**src/rtl/product_display_scroller.sv**
```systemverilog
// Converts a 16-bit product to five BCD digits by sequential double-dabble and
// shows a scrollable four-digit window on a multiplexed active-low 7-segment display.
module product_display_scroller #(
    parameter int REFRESH_DIV   = 100000,
    parameter bit BLANK_LEADING = 1'b1
) (
    input  logic        clkin,
    input  logic        rst,
    input  logic [15:0] product,
    input  logic        product_valid,
    input  logic        scrLeft,
    input  logic        scrRight,
    output logic        busy,
    output logic [6:0]  segments_a_to_g,
    output logic [3:0]  finanode
);

    localparam int CW = (REFRESH_DIV > 2) ? $clog2(REFRESH_DIV) : 1;

    typedef enum logic {
        IDLE,
        CONVERT
    } state_t;

    state_t      state, state_next;
    logic [35:0] work, work_next, work_adj, work_shift;
    logic [4:0]  bit_cnt, bit_cnt_next;
    logic        busy_next;
    logic [19:0] digits, digits_next;
    logic        offset, offset_next;

    logic [CW-1:0] refresh_cnt;
    logic [1:0]    sel;
    logic [2:0]    idx;
    logic [3:0]    nib;
    logic          blank;
    logic [6:0]    seg_next;

    function automatic logic [6:0] seg7(input logic [3:0] d);
        case (d)
            4'd0:    seg7 = 7'b0000001;
            4'd1:    seg7 = 7'b1001111;
            4'd2:    seg7 = 7'b0010010;
            4'd3:    seg7 = 7'b0000110;
            4'd4:    seg7 = 7'b1001100;
            4'd5:    seg7 = 7'b0100100;
            4'd6:    seg7 = 7'b0100000;
            4'd7:    seg7 = 7'b0001111;
            4'd8:    seg7 = 7'b0000000;
            4'd9:    seg7 = 7'b0000100;
            default: seg7 = 7'b1111111;
        endcase
    endfunction

    // work holds {BCD scratch, binary shift}; adjust every scratch nibble, then shift the pair.
    always_comb begin
        work_adj = work;
        for (int i = 0; i < 5; i++) begin
            if (work[16+4*i +: 4] >= 4'd5)
                work_adj[16+4*i +: 4] = work[16+4*i +: 4] + 4'd3;
        end
        work_shift = work_adj << 1;
    end

    always_comb begin
        state_next   = state;
        work_next    = work;
        bit_cnt_next = bit_cnt;
        busy_next    = busy;
        digits_next  = digits;
        offset_next  = offset;

        if (scrLeft && !scrRight)
            offset_next = 1'b1;
        else if (scrRight && !scrLeft)
            offset_next = 1'b0;

        case (state)
            IDLE: begin
                if (product_valid) begin
                    work_next    = {20'd0, product};
                    bit_cnt_next = 5'd16;
                    busy_next    = 1'b1;
                    state_next   = CONVERT;
                end
            end
            CONVERT: begin
                work_next    = work_shift;
                bit_cnt_next = bit_cnt - 5'd1;
                // Commit overrides any scroll pulse arriving in the same cycle.
                if (bit_cnt == 5'd1) begin
                    digits_next = work_shift[35:16];
                    offset_next = 1'b0;
                    busy_next   = 1'b0;
                    state_next  = IDLE;
                end
            end
            default: state_next = IDLE;
        endcase
    end

    always_ff @(posedge clkin) begin
        if (rst) begin
            state   <= IDLE;
            work    <= 36'd0;
            bit_cnt <= 5'd0;
            busy    <= 1'b0;
            digits  <= 20'd0;
            offset  <= 1'b0;
        end else begin
            state   <= state_next;
            work    <= work_next;
            bit_cnt <= bit_cnt_next;
            busy    <= busy_next;
            digits  <= digits_next;
            offset  <= offset_next;
        end
    end

    // Blanking looks at the absolute digit index, so scrolling never un-blanks a leading zero.
    always_comb begin
        idx = {1'b0, sel} + {2'b00, offset};
        case (idx)
            3'd0:    nib = digits[3:0];
            3'd1:    nib = digits[7:4];
            3'd2:    nib = digits[11:8];
            3'd3:    nib = digits[15:12];
            3'd4:    nib = digits[19:16];
            default: nib = 4'd0;
        endcase
        blank    = BLANK_LEADING && (idx != 3'd0) && ((digits >> {idx, 2'b00}) == 20'd0);
        seg_next = blank ? 7'b1111111 : seg7(nib);
    end

    always_ff @(posedge clkin) begin
        if (rst) begin
            refresh_cnt     <= '0;
            sel             <= 2'd0;
            segments_a_to_g <= 7'b1111111;
            finanode        <= 4'b1111;
        end else begin
            if (refresh_cnt == CW'(REFRESH_DIV - 1)) begin
                refresh_cnt <= '0;
                sel         <= sel + 2'd1;
            end else begin
                refresh_cnt <= refresh_cnt + CW'(1);
            end
            segments_a_to_g <= seg_next;
            finanode        <= ~(4'b0001 << sel);
        end
    end

endmodule

```
**config.mk**
```make
export PLATFORM = sky130hd
export DESIGN_NAME = product_display_scroller
export DESIGN_NICKNAME = d
export VERILOG_FILES = /design/src/rtl/product_display_scroller.sv
export SDC_FILE = /design/constraint.sdc
export NUM_CORES = 1
export LEC_CHECK = 0
export ABC_AREA = 1
export ABC_CLOCK_PERIOD_IN_PS = 2500
export CORE_MARGIN = 8
export CORE_UTILIZATION = 59
export DETAILED_ROUTE_END_ITERATION = 8
export HOLD_SLACK_MARGIN = 0.06
export PLACE_DENSITY = 0.78
export SYNTH_ARGS = -nofsm -noshare
export SYNTH_HDL_FRONTEND = slang
export SYNTH_SLANG_ARGS = --single-unit
```
**constraint.sdc**
```tcl
create_clock -name clkin -period 2.5 [get_ports clkin]
set_input_delay 0.5 -clock clkin [delete_from_list [all_inputs] [get_ports clkin]]
set_output_delay 0.5 -clock clkin [all_outputs]
set_load 0.02 [all_outputs]
```
==> results of run 1 <==
==> worst max-delay path, stage by stage, from the launching register on <==
cell and delay (ns):
dfxtp_1 0.37, ha_2 0.48, inv_1 0.14, nand2_1 0.08
nand2_1 0.05, nand2_1 0.06, nand2_1 0.07, a21oi_1 0.28
ha_1 0.20, inv_1 0.05, nand3_1 0.07, nand2_1 0.05
nand2_1 0.05, nand3_1 0.07
==> final cells by class <==
class,count,share of cell area [%]
Multi-Input combinational cell,468,45.1
Clock inverter,7,1.09
Tap cell,102,2.41
Inverter,90,6.38
Clock buffer,9,2.34
Sequential cell,94,35.5
Timing Repair Buffer,40,7.18
==> cell usage after synthesis <==
cell type / n
o21ai_0: 37
buf_2: 8
inv_1: 84
ha_1: 25
o31ai_1: 1
a211oi_1: 2
nand2_4: 2
nor3b_1: 1
nand4_1: 7
o22ai_1: 2
nor4_1: 1
nand3_2: 3
a21oi_1: 39
a31oi_1: 3
nand3_1: 52
or2_0: 2
inv_2: 4
buf_4: 1
o21a_1: 1
a21oi_4: 2
nor2_2: 5
o21bai_1: 1
nor2_1: 49
dfxtp_1: 94
clkbuf_1: 9
buf_6: 1
nand2_1: 204
nor3_1: 4
nand2_2: 6
xor2_1: 13
or2_2: 2
clkinv_1: 2
buf_1: 3
nor3b_2: 1
xnor2_1: 3
==> routing by layer <==
layer	global-route usage, %	vias to the layer above
li1	-	2173
met1	19.6	1901
met2	32.8	77
met3	4.38	4
met4	5.81	0
met5	0	-
==> power by group through the flow <==
stage | Combinational [mW] | Sequential, mW | Clock [mW]
2_1_floorplan | 0.155 | 1.61 | 0
3_3_place_gp | 0.253 | 1.60 | 0
3_5_place_dp | 0.260 | 1.60 | 0
4_1_cts | 0.261 | 1.57 | 0.963
5_1_grt | 0.291 | 1.58 | 1.03
6_report | 0.259 | 1.57 | 0.934
==> repair_timing <==
action,CTS,global route
setup endpoints to repair,0,1
resized for setup,0,1
buffers inserted,0,0
==> final timing paths <==
kind | startpoint | end | slack (ns) | cells past startpoint
worst max-delay path | sel[0]$_SDFFE_PP0P_ | segments_a_to_g[1]$_SDFF_PP1_ | 0.35 | 13
worst min-delay path | work[0]$_SDFFE_PP0P_ | work[0]$_SDFFE_PP0P_ | 0.47 | 2
worst max register to register | sel[0]$_SDFFE_PP0P_ | segments_a_to_g[1]$_SDFF_PP1_ | 0.35 | 13
worst min register to register | work[0]$_SDFFE_PP0P_ | work[0]$_SDFFE_PP0P_ | 0.47 | 2
==> cells in the final DEF, fill, tap and decap left out, types with 3 or more instances in the layout <==
master,Yosys,final
nor2_1,49,48
clkdlybuf4s50_1,0,32
nor2_2,5,6
inv_1,84,84
buf_4,1,8
nand4_1,7,7
xor2_1,13,13
a21oi_1,39,39
inv_2,4,4
nand3_2,3,3
nand3_1,52,52
nand2_1,204,204
nor3_1,4,4
nand2_2,6,6
clkbuf_8,0,9
dfxtp_1,94,94
o21ai_0,37,37
ha_1,25,24
xnor2_1,3,3
a31oi_1,3,3
==> kinds of logic after synthesis <==
| family | after synthesis |
|---|---|
| AND/OR/NAND/NOR | 339 |
| flip-flops | 94 |
| AO/OA/AOI/OAI | 88 |
| buffers and inverters | 112 |
| XOR/XNOR | 16 |
| adder cells (fa/ha/maj) | 25 |
==> state kept, by name, indices dropped and copies added (netlist names) <==
signal           cells
refresh_cnt         17
digits              20
finanode             4
busy                 1
state                1
segments_a_to_g      7
offset               1
work                36
sel                  2
bit_cnt              5
==> metrics.md, run 1 <==
| Metric | Value |
|---|---|
| Status | complete, no violations |
| Synth Area in Simple Gates | 30.7% |
| DR DRC count | 0 |
| Worst-path clk slew | 0.09 ns |
| NetSw | 0.738 mW |
| Post-DP HPWL | 6960 um |
| Synth-to-Final Area Change | 12.6% |
| 1st-pass router iterations | 4 |
| Post-layout nets | 749 |
| Top cells by area, synth | dfxtp_1 (40%), nand2_1 (16%), inv_1 (6.7%) |
| First-pass GRT wire length | 16900 um |
| Top cell type's share of synthesized area | 40.0% |
| Root Driver | clkbuf_8 |
| Drt via density | 5.13 |
| Sink Count | 94 |
| Net Sw Frac | 26.7% |
| Met1 wire length | 4270 um |
| CTS Buf Count | 9 |
| Wirelength per Cell | 11.8 um |
| Grt total ovfl | 0 |
| Via count | 4155 |
| Final Non-Filler Cells | 810 |
| DR iter-0 viols | 160 |
| Hold Worst Slack | 0.471 ns |
| Critical path class | register to register |
| Setup Skew | 0.0144 ns |
| Distinct cells, synth | 35 |
| Uppermost routed layer | met4 |
| Required time worst endpoint | 2.73 ns |
| Compound-Gate Fraction of Synth Area | 10.2% |
| Post-Synth XOR/XNOR Area | 2.98% |
| Mux share of post-synthesis cell area | 0% |
| FMAX | 0.465 GHz |
| Sequential Power Share | 56.8% |
| Clk_lat worst skew | 0.36 ns |
| Overall Power | 2.76 mW |
| Type of the worst min-delay path | register to register |
| Internal cell power | 2.02 mW |
| RSZ-0062 raised after global routing | no |
| CTS tree | done |
| Multi-input logic area | 2390 sq um |
| Largest family of logic cells by synthesized area | simple AND/OR/NAND/NOR gates |
| Core box area | 7730 sq um |
| Die footprint | 11100 sq um |
| Final TNS setup | 0 ns |
| Synthesized area | 4700 sq um |
| Sequential cell area | 1880 sq um |
| Fill count | 679 |
| LEAKAGE | 2.30 nW |
| Setup Viol. Count Final | 0 |
| Number of global-route vias before repair | 4041 |
| CTS max path bufs | 2 |
| FF+latch count, synth | 94 |
| Initial Util | 60.9% |
| Die Span Y | 105 um |
| Leading area contributor after synthesis | dfxtp_1 |
| Crit end category | register |
| Comb pwr share | 9.4% |
| Crit-path max FO | 13 |
| Max Cap Viol | 0 |
| CP Launch Type | register |
| Relative slew margins | 65.4% |
| DRT antenna net count | 0 |
| Die width | 105 um |
| Largest net degree at the start of global routing | 29 |
| Fraction of layout cells with a size suffix above 1 | 7.20% |
| Synth Instances | 674 |
| Slew Viols, Final | 0 |
| Fin. Hold Viols | 0 |
| Final WS setup | 0.351 ns |
| Cell Area, Placed | 5110 sq um |
| Routed wl met2 | 4780 um |
| Clk network pwr share | 33.8% |
| IO Pins | 33 |
| Post-synthesis area per instance | 6.98 sq um |
| PortBufs | 32 |
| GRT Util Overall | 17.9% |
| Worst Tran Pin Value | 0.514 ns |
| Ant. Diodes | 0 |
| Fin util | 68.5% |
| Row cnt | 32 |
| Hold_buf cts | 0 |
| Adder-Cell Fraction of Synth Area | 6.65% |
| Peak supply drop | 0.000265 V |
| Post-route cell area | 5300 sq um |
| DP Worst Slack | 0.262 ns |
| PwrDens | 522 nW/um^2 |
| Worst EP arrival | 2.38 ns |
| Met3 WL | 472 um |
| Fraction of the yosys area taken by sequential cells | 40.0% |
| Synth warn | 0 |
| Initial antenna violation count | 0 |
| Post-Route WL | 9570 um |
| H-tree Lvls | 3 |
| Final period util | 85.9% |
| Gpl congestion | 0.872 |
| Cell count after placement | 794 |
| Fin crit period | 2.15 ns |
| Syn_nets | 720 |
Power figures use the tool's default switching activity.
==> run 2: changes to the inputs <==
--- a/config.mk
+++ b/config.mk
@@ -6,7 +6,7 @@
 export NUM_CORES = 1
 export LEC_CHECK = 0
 export ABC_AREA = 1
-export ABC_CLOCK_PERIOD_IN_PS = 2500
+export ABC_CLOCK_PERIOD_IN_PS = 2400
 export CORE_MARGIN = 8
 export CORE_UTILIZATION = 59
 export DETAILED_ROUTE_END_ITERATION = 8
==> constraint.sdc (replaced) <==
create_clock -name clkin -period 2.4 [get_ports clkin]
set_input_delay 0.48 -clock clkin [delete_from_list [all_inputs] [get_ports clkin]]
set_output_delay 0.48 -clock clkin [all_outputs]
set_load 0.02 [all_outputs]
==> run 2 against run 1 <==
Fmax up 0.30%. Worst hold slack worse by 0.011 ns. Sequential cell count unchanged. Critical path depth down 2. Register-to-register slack worse by 0.09 ns. Non-clock buffer count down 1. Utilization down 0.23 points. First-iteration DRC count down 7.5%. Combinational power up 4%. Highest routed layer unchanged.
==> metrics.md, run 2 (synthesis results as in run 1) <==
| Metric | Value |
|---|---|
| Type of the worst min-delay path | register to register |
| Max reg flops | 36 |
| Peak supply drop | 0.000312 V |
| Cell count after placement | 793 |
| Post-DP HPWL | 6740 um |
| IO Pins | 33 |
| Core box area | 7730 sq um |
| Ant. Diodes | 0 |
| DRT antenna net count | 0 |
| DR iter-0 viols | 148 |
| CP Launch Type | register |
| Status | complete, no violations |
| Slew Viols, Final | 0 |
| Crit end category | register |
| First-pass GRT wire length | 16500 um |
| CTS Buf Count | 9 |
| Fill count | 649 |
| Row cnt | 32 |
| PwrDens | 535 nW/um^2 |
| PortBufs | 32 |
| Worst-path clk slew | 0.08 ns |
| Die width | 105 um |
| Synth-to-Final Area Change | 12.2% |
| CTS tree | done |
| Via count | 4102 |
| Die footprint | 11100 sq um |
| Fin util | 68.3% |
| LEAKAGE | 2.30 nW |
| Hold_buf cts | 0 |
| Initial Util | 60.9% |
| Fraction of layout cells with a size suffix above 1 | 6.93% |
| Initial antenna violation count | 0 |
| Reg with most FFs | work |
| Largest net degree at the start of global routing | 40 |
| Setup Viol. Count Final | 0 |
| Die Span Y | 105 um |
| Sink Count | 94 |
| Final TNS setup | 0 ns |
| Grt total ovfl | 0 |
| Post-layout nets | 748 |
| Setup Skew | 0.00905 ns |
| Clk_lat worst skew | 0.36 ns |
| Final Non-Filler Cells | 809 |
| Fin. Hold Viols | 0 |
| H-tree Lvls | 3 |
| CTS max path bufs | 2 |
| DR DRC count | 0 |
| Cell Area, Placed | 5100 sq um |
| Hold Worst Slack | 0.460 ns |
| Gpl congestion | 0.897 |
| R2r setup slk | 0.26 ns |
| Post-route cell area | 5280 sq um |
| Wirelength per Cell | 11.4 um |
| Worst Tran Pin Value | 0.550 ns |
| 1st-pass router iterations | 5 |
| Root Driver | clkbuf_8 |
| Top Registers | work (36), digits (20), refresh_cnt (17) |
| Required time worst endpoint | 2.63 ns |
| Worst EP arrival | 2.38 ns |
| Critical path class | register to register |
| Commonest non-fill, non-tap cells in the layout | nand2_1 (204), dfxtp_1 (94), inv_1 (84) |
| Postcts setup bufs | 0 |
| RSZ-0062 raised after global routing | no |
| Drt via density | 5.07 |
| GRT Util Overall | 17.4% |
| Fin crit period | 2.14 ns |
| Crit-path max FO | 13 |
| FMAX | 0.467 GHz |
| Post-Route WL | 9260 um |
| Final period util | 89.3% |
| Number of global-route vias before repair | 3897 |
| Commonest non-fill, non-tap cell in the layout | nand2_1 |
| Relative slew margins | 63.0% |
| Max Cap Viol | 0 |
## run 2: changes by cell type in the layout (fill, tap and decap cells not counted), sizes merged
cell	delta
buf	-1
clkbuf	+3
clkinv	+1
inv	-3
clkinvlp	-1
## run 2: through the flow
stage | power (mW) | worst slack (ns)
6_report | 2.82 | 0.258
5_1_grt | 2.94 | 0.0163
4_1_cts | 2.85 | 0.135
3_5_place_dp | 1.94 | 0.156
3_3_place_gp | 1.93 | 0.267
2_1_floorplan | 1.84 | 0.494
## run 2: path summary, 6_finish.rpt
check | start | endpoint | cells after the start
worst max-delay path | sel[0]$_SDFFE_PP0P_ | segments_a_to_g[3]$_SDFF_PP1_ | 11
worst min-delay path | refresh_cnt[0]$_SDFF_PP0_ | refresh_cnt[0]$_SDFF_PP0_ | 1
worst max register to register | sel[0]$_SDFFE_PP0P_ | segments_a_to_g[3]$_SDFF_PP1_ | 11
worst min register to register | refresh_cnt[0]$_SDFF_PP0_ | refresh_cnt[0]$_SDFF_PP0_ | 1
## run 2: worst max-delay path: stages (launching register included)
cell and delay [ns]:
dfxtp_1 0.45, ha_2 0.40, o21ai_0 0.21, nand2_1 0.07
nand2_1 0.07, nand2_1 0.05, nand2_1 0.14, inv_1 0.12
ha_1 0.31, nand2_1 0.07, nand3_1 0.07, nand3_1 0.07
## run 2: layout make-up
type	count	area, sq um	share of cell area, %
well taps	102	128	2.42
clock inverters	4	22.5	0.427
repair buffers	39	373	7.06
multi-input cells	468	2390	45.3
clock buffers	12	145	2.75
flip-flops and latches	94	1880	35.7
inverters	90	338	6.40
## run 2: report_power, final
group | switching [mW] | internal, mW | leakage, nW | total, mW
logic | 0.160 | 0.110 | 1.44 | 0.270
clock network | 0.521 | 0.401 | 0.0861 | 0.922
registers | 0.0242 | 1.61 | 0.765 | 1.63
## run 2: metal layers
layer	track usage, %	routed length [um]	part of all wire, %
met2	31.2	4480	48
met5	0	0	0
met4	7.14	167	1.8
met1	19.6	4190	45
met3	3.71	416	4.5
## run 2: repair_timing
action                                  CTS  global route
endpoints found under the hold margin     0             0
gates resized for setup                   0             2
endpoints found under the setup margin    0             5
==> run 3: changes to the inputs <==
--- a/config.mk
+++ b/config.mk
@@ -6,7 +6,7 @@
 export NUM_CORES = 1
 export LEC_CHECK = 0
 export ABC_AREA = 1
-export ABC_CLOCK_PERIOD_IN_PS = 2400
+export ABC_CLOCK_PERIOD_IN_PS = 2000
 export CORE_MARGIN = 8
 export CORE_UTILIZATION = 59
 export DETAILED_ROUTE_END_ITERATION = 8
==> constraint.sdc (replaced) <==
create_clock -name clkin -period 2 [get_ports clkin]
set_input_delay 0.4 -clock clkin [delete_from_list [all_inputs] [get_ports clkin]]
set_output_delay 0.4 -clock clkin [all_outputs]
set_load 0.02 [all_outputs]
==> run 3 against run 2 <==
Utilization rose by 3.9 points. Die area unchanged. Cell count grew 1.5%. Design area increased by 5.6%. Critical path depth up 3. Clock power increased by 62%. Critical endpoint unchanged. Non-clock buffer count up 12. Highest routed layer unchanged. Worst hold slack better by 0.0056 ns. Fmax is 13% higher. Global-route usage rose by 0.79 points. Sequential cell count is the same.
==> metrics.md, run 3 (synthesis results as in run 1) <==
| Metric | Value |
|---|---|
| Clk network pwr share | 39.2% |
| 1st-pass router iterations | 4 |
| Clk_lat worst skew | 0.36 ns |
| RSZ-0062 raised after global routing | yes |
| FMAX | 0.527 GHz |
| CTS Buf Count | 9 |
| DRT antenna net count | 0 |
| Critical path class | register to register |
| Crit path cell chain | buf_6, ha_4, inv_2, nand2_1, nand2_2, nand2_2, nand2_4, a21oi_4, ha_2, inv_2, nand3_2, buf_4, nand3_2, nand3_1 |
| Ant. Diodes | 0 |
| Drt via density | 5.10 |
| DR DRC count | 0 |
| Multi-input logic area | 2490 sq um |
| Family with the most delay on the worst path | simple AND/OR/NAND/NOR gates |
| DR iter-0 viols | 235 |
| GRT Util Overall | 18.2% |
| Reg with most FFs | work |
| Worst EP arrival | 2.13 ns |
| Setup Skew | 0.00839 ns |
| Post-DP HPWL | 6890 um |
| Gpl congestion | 0.857 |
| Worst-path clk slew | 0.09 ns |
| Setup Viol. Count Final | 0 |
| Final Non-Filler Cells | 821 |
| PortBufs | 32 |
| Post-Route WL | 9910 um |
| Initial antenna violation count | 0 |
| PwrDens | 683 nW/um^2 |
| Worst Hold Path EP | refresh_cnt[0]$_SDFF_PP0_ |
| R2r setup slk | 0.10 ns |
| Fin crit period | 1.90 ns |
| Comb pwr share | 9.5% |
| First-pass GRT wire length | 17200 um |
| Fill count | 624 |
| Sequential cell area | 1890 sq um |
| Fin. Hold Viols | 0 |
| Grt total ovfl | 0 |
| Internal cell power | 2.92 mW |
| Core box area | 7730 sq um |
| Post-layout nets | 760 |
| CP Depth | 14 |
| NetSw | 0.890 mW |
| Slowest Stage Delay on Critical Path | 0.37 ns |
| Via count | 4186 |
| Hold wc startpoint | refresh_cnt[0]$_SDFF_PP0_ |
| Top Registers | work (36), digits (20), refresh_cnt (17) |
| CP Launch Type | register |
| Cells on Worst Hold Path | 1 |
| Final period util | 94.9% |
| R2R depth | 14 |
| CTS max path bufs | 2 |
| Status | complete, no violations |
| Final TNS setup | 0 ns |
| Commonest non-fill, non-tap cell in the layout | nand2_1 |
| Die width | 105 um |
| Largest net degree at the start of global routing | 40 |
| Worst Tran Pin Value | 0.670 ns |
| H-tree Lvls | 3 |
| Fraction of layout cells with a size suffix above 1 | 11.7% |
| Slowest-stage cell, CP | dfxtp_4 |
| Crit path buf inv count | 4 |
| Max reg flops | 36 |
| Crit end category | register |
| Initial Util | 60.9% |
| Wirelength per Cell | 12.1 um |
| Sequential Power Share | 51.4% |
| Peak supply drop | 0.000363 V |
| Relative slew margins | 54.9% |
| Slew Viols, Final | 0 |
| IO Pins | 33 |
| Die footprint | 11100 sq um |
| Max Cap Viol | 0 |
| Root Driver | clkbuf_8 |
| Worst R2R End | segments_a_to_g[3]$_SDFF_PP1_ |
| Cell count after placement | 802 |
| Row cnt | 32 |
| Type of the worst min-delay path | register to register |
| Number of global-route vias before repair | 4130 |
| Required time worst endpoint | 2.24 ns |
| Sink Count | 94 |
| Die Span Y | 105 um |
| Synth-to-Final Area Change | 18.5% |
| CTS tree | done |
| Commonest non-fill, non-tap cells in the layout | nand2_1 (195), dfxtp_1 (92), inv_1 (80) |
| Worst R2R Start | sel[0]$_SDFFE_PP0P_ |
| Net Sw Frac | 23.4% |
| LEAKAGE | 2.40 nW |
| Crit-path max FO | 5 |
| Hold Worst Slack | 0.466 ns |
| Hold_buf cts | 0 |
==> run 3: cell types whose count changed in the layout (fill, tap and decap cells not counted), sizes merged <==
| cell | change |
|---|---|
| clkinv | -3 |
| inv | +1 |
| clkbuf | -1 |
| bufinv | +3 |
| buf | +12 |
==> run 3: power by group through the flow <==
stage | clock network (mW) | logic, mW | registers, mW
5_1_grt | 1.60 | 0.401 | 1.96
3_3_place_gp | 0 | 0.336 | 2.00
6_report | 1.49 | 0.360 | 1.95
3_5_place_dp | 0 | 0.341 | 2.00
4_1_cts | 1.52 | 0.349 | 1.96
2_1_floorplan | 0 | 0.193 | 2.01
==> run 3: cell type report <==
type | instances | area share [%]
tap | 102 | 2.29
clock inverter | 5 | 1.91
multi-input combinational | 468 | 44.7
timing repair buffer | 51 | 8.73
clock buffer | 11 | 2.36
sequential | 94 | 33.9
inverter | 90 | 6.15
==> run 3: stage by stage <==
stage	util [%]	power [mW]	cell area (sq um)	worst slack (ns)
3_3_place_gp	67.1	2.33	5180	0.0284
2_1_floorplan	-	2.20	4700	0.0937
6_report	72.2	3.81	5580	0.102
3_5_place_dp	67.1	2.34	5180	-0.0434
4_1_cts	70.4	3.82	5440	0.0309
5_1_grt	72.2	3.96	5580	-0.0497
==> run 3: how the worst max path moves through the flow <==
stage	startpoint	to
5_1_grt	sel[0]$_SDFFE_PP0P_	segments_a_to_g[6]$_SDFF_PP1_
4_1_cts	sel[0]$_SDFFE_PP0P_	segments_a_to_g[6]$_SDFF_PP1_
2_1_floorplan	sel[0]$_SDFFE_PP0P_	segments_a_to_g[3]$_SDFF_PP1_
3_5_place_dp	offset$_SDFF_PP0_	segments_a_to_g[1]$_SDFF_PP1_
3_3_place_gp	offset$_SDFF_PP0_	segments_a_to_g[1]$_SDFF_PP1_
6_report	sel[0]$_SDFFE_PP0P_	segments_a_to_g[3]$_SDFF_PP1_
==> run 3: per-layer routing <==
layer / track usage, % / part of all wire (%)
met4: 7.75 / 1.5
met5: 0 / 0
met3: 3.84 / 3.8
met1: 19.4 / 44
met2: 33.8 / 50
==> run 3: repair_timing <==
item	CTS	global route
buffers inserted	0	3
gates resized for setup	5	32
pin swaps	1	12
setup endpoints to repair	5	6
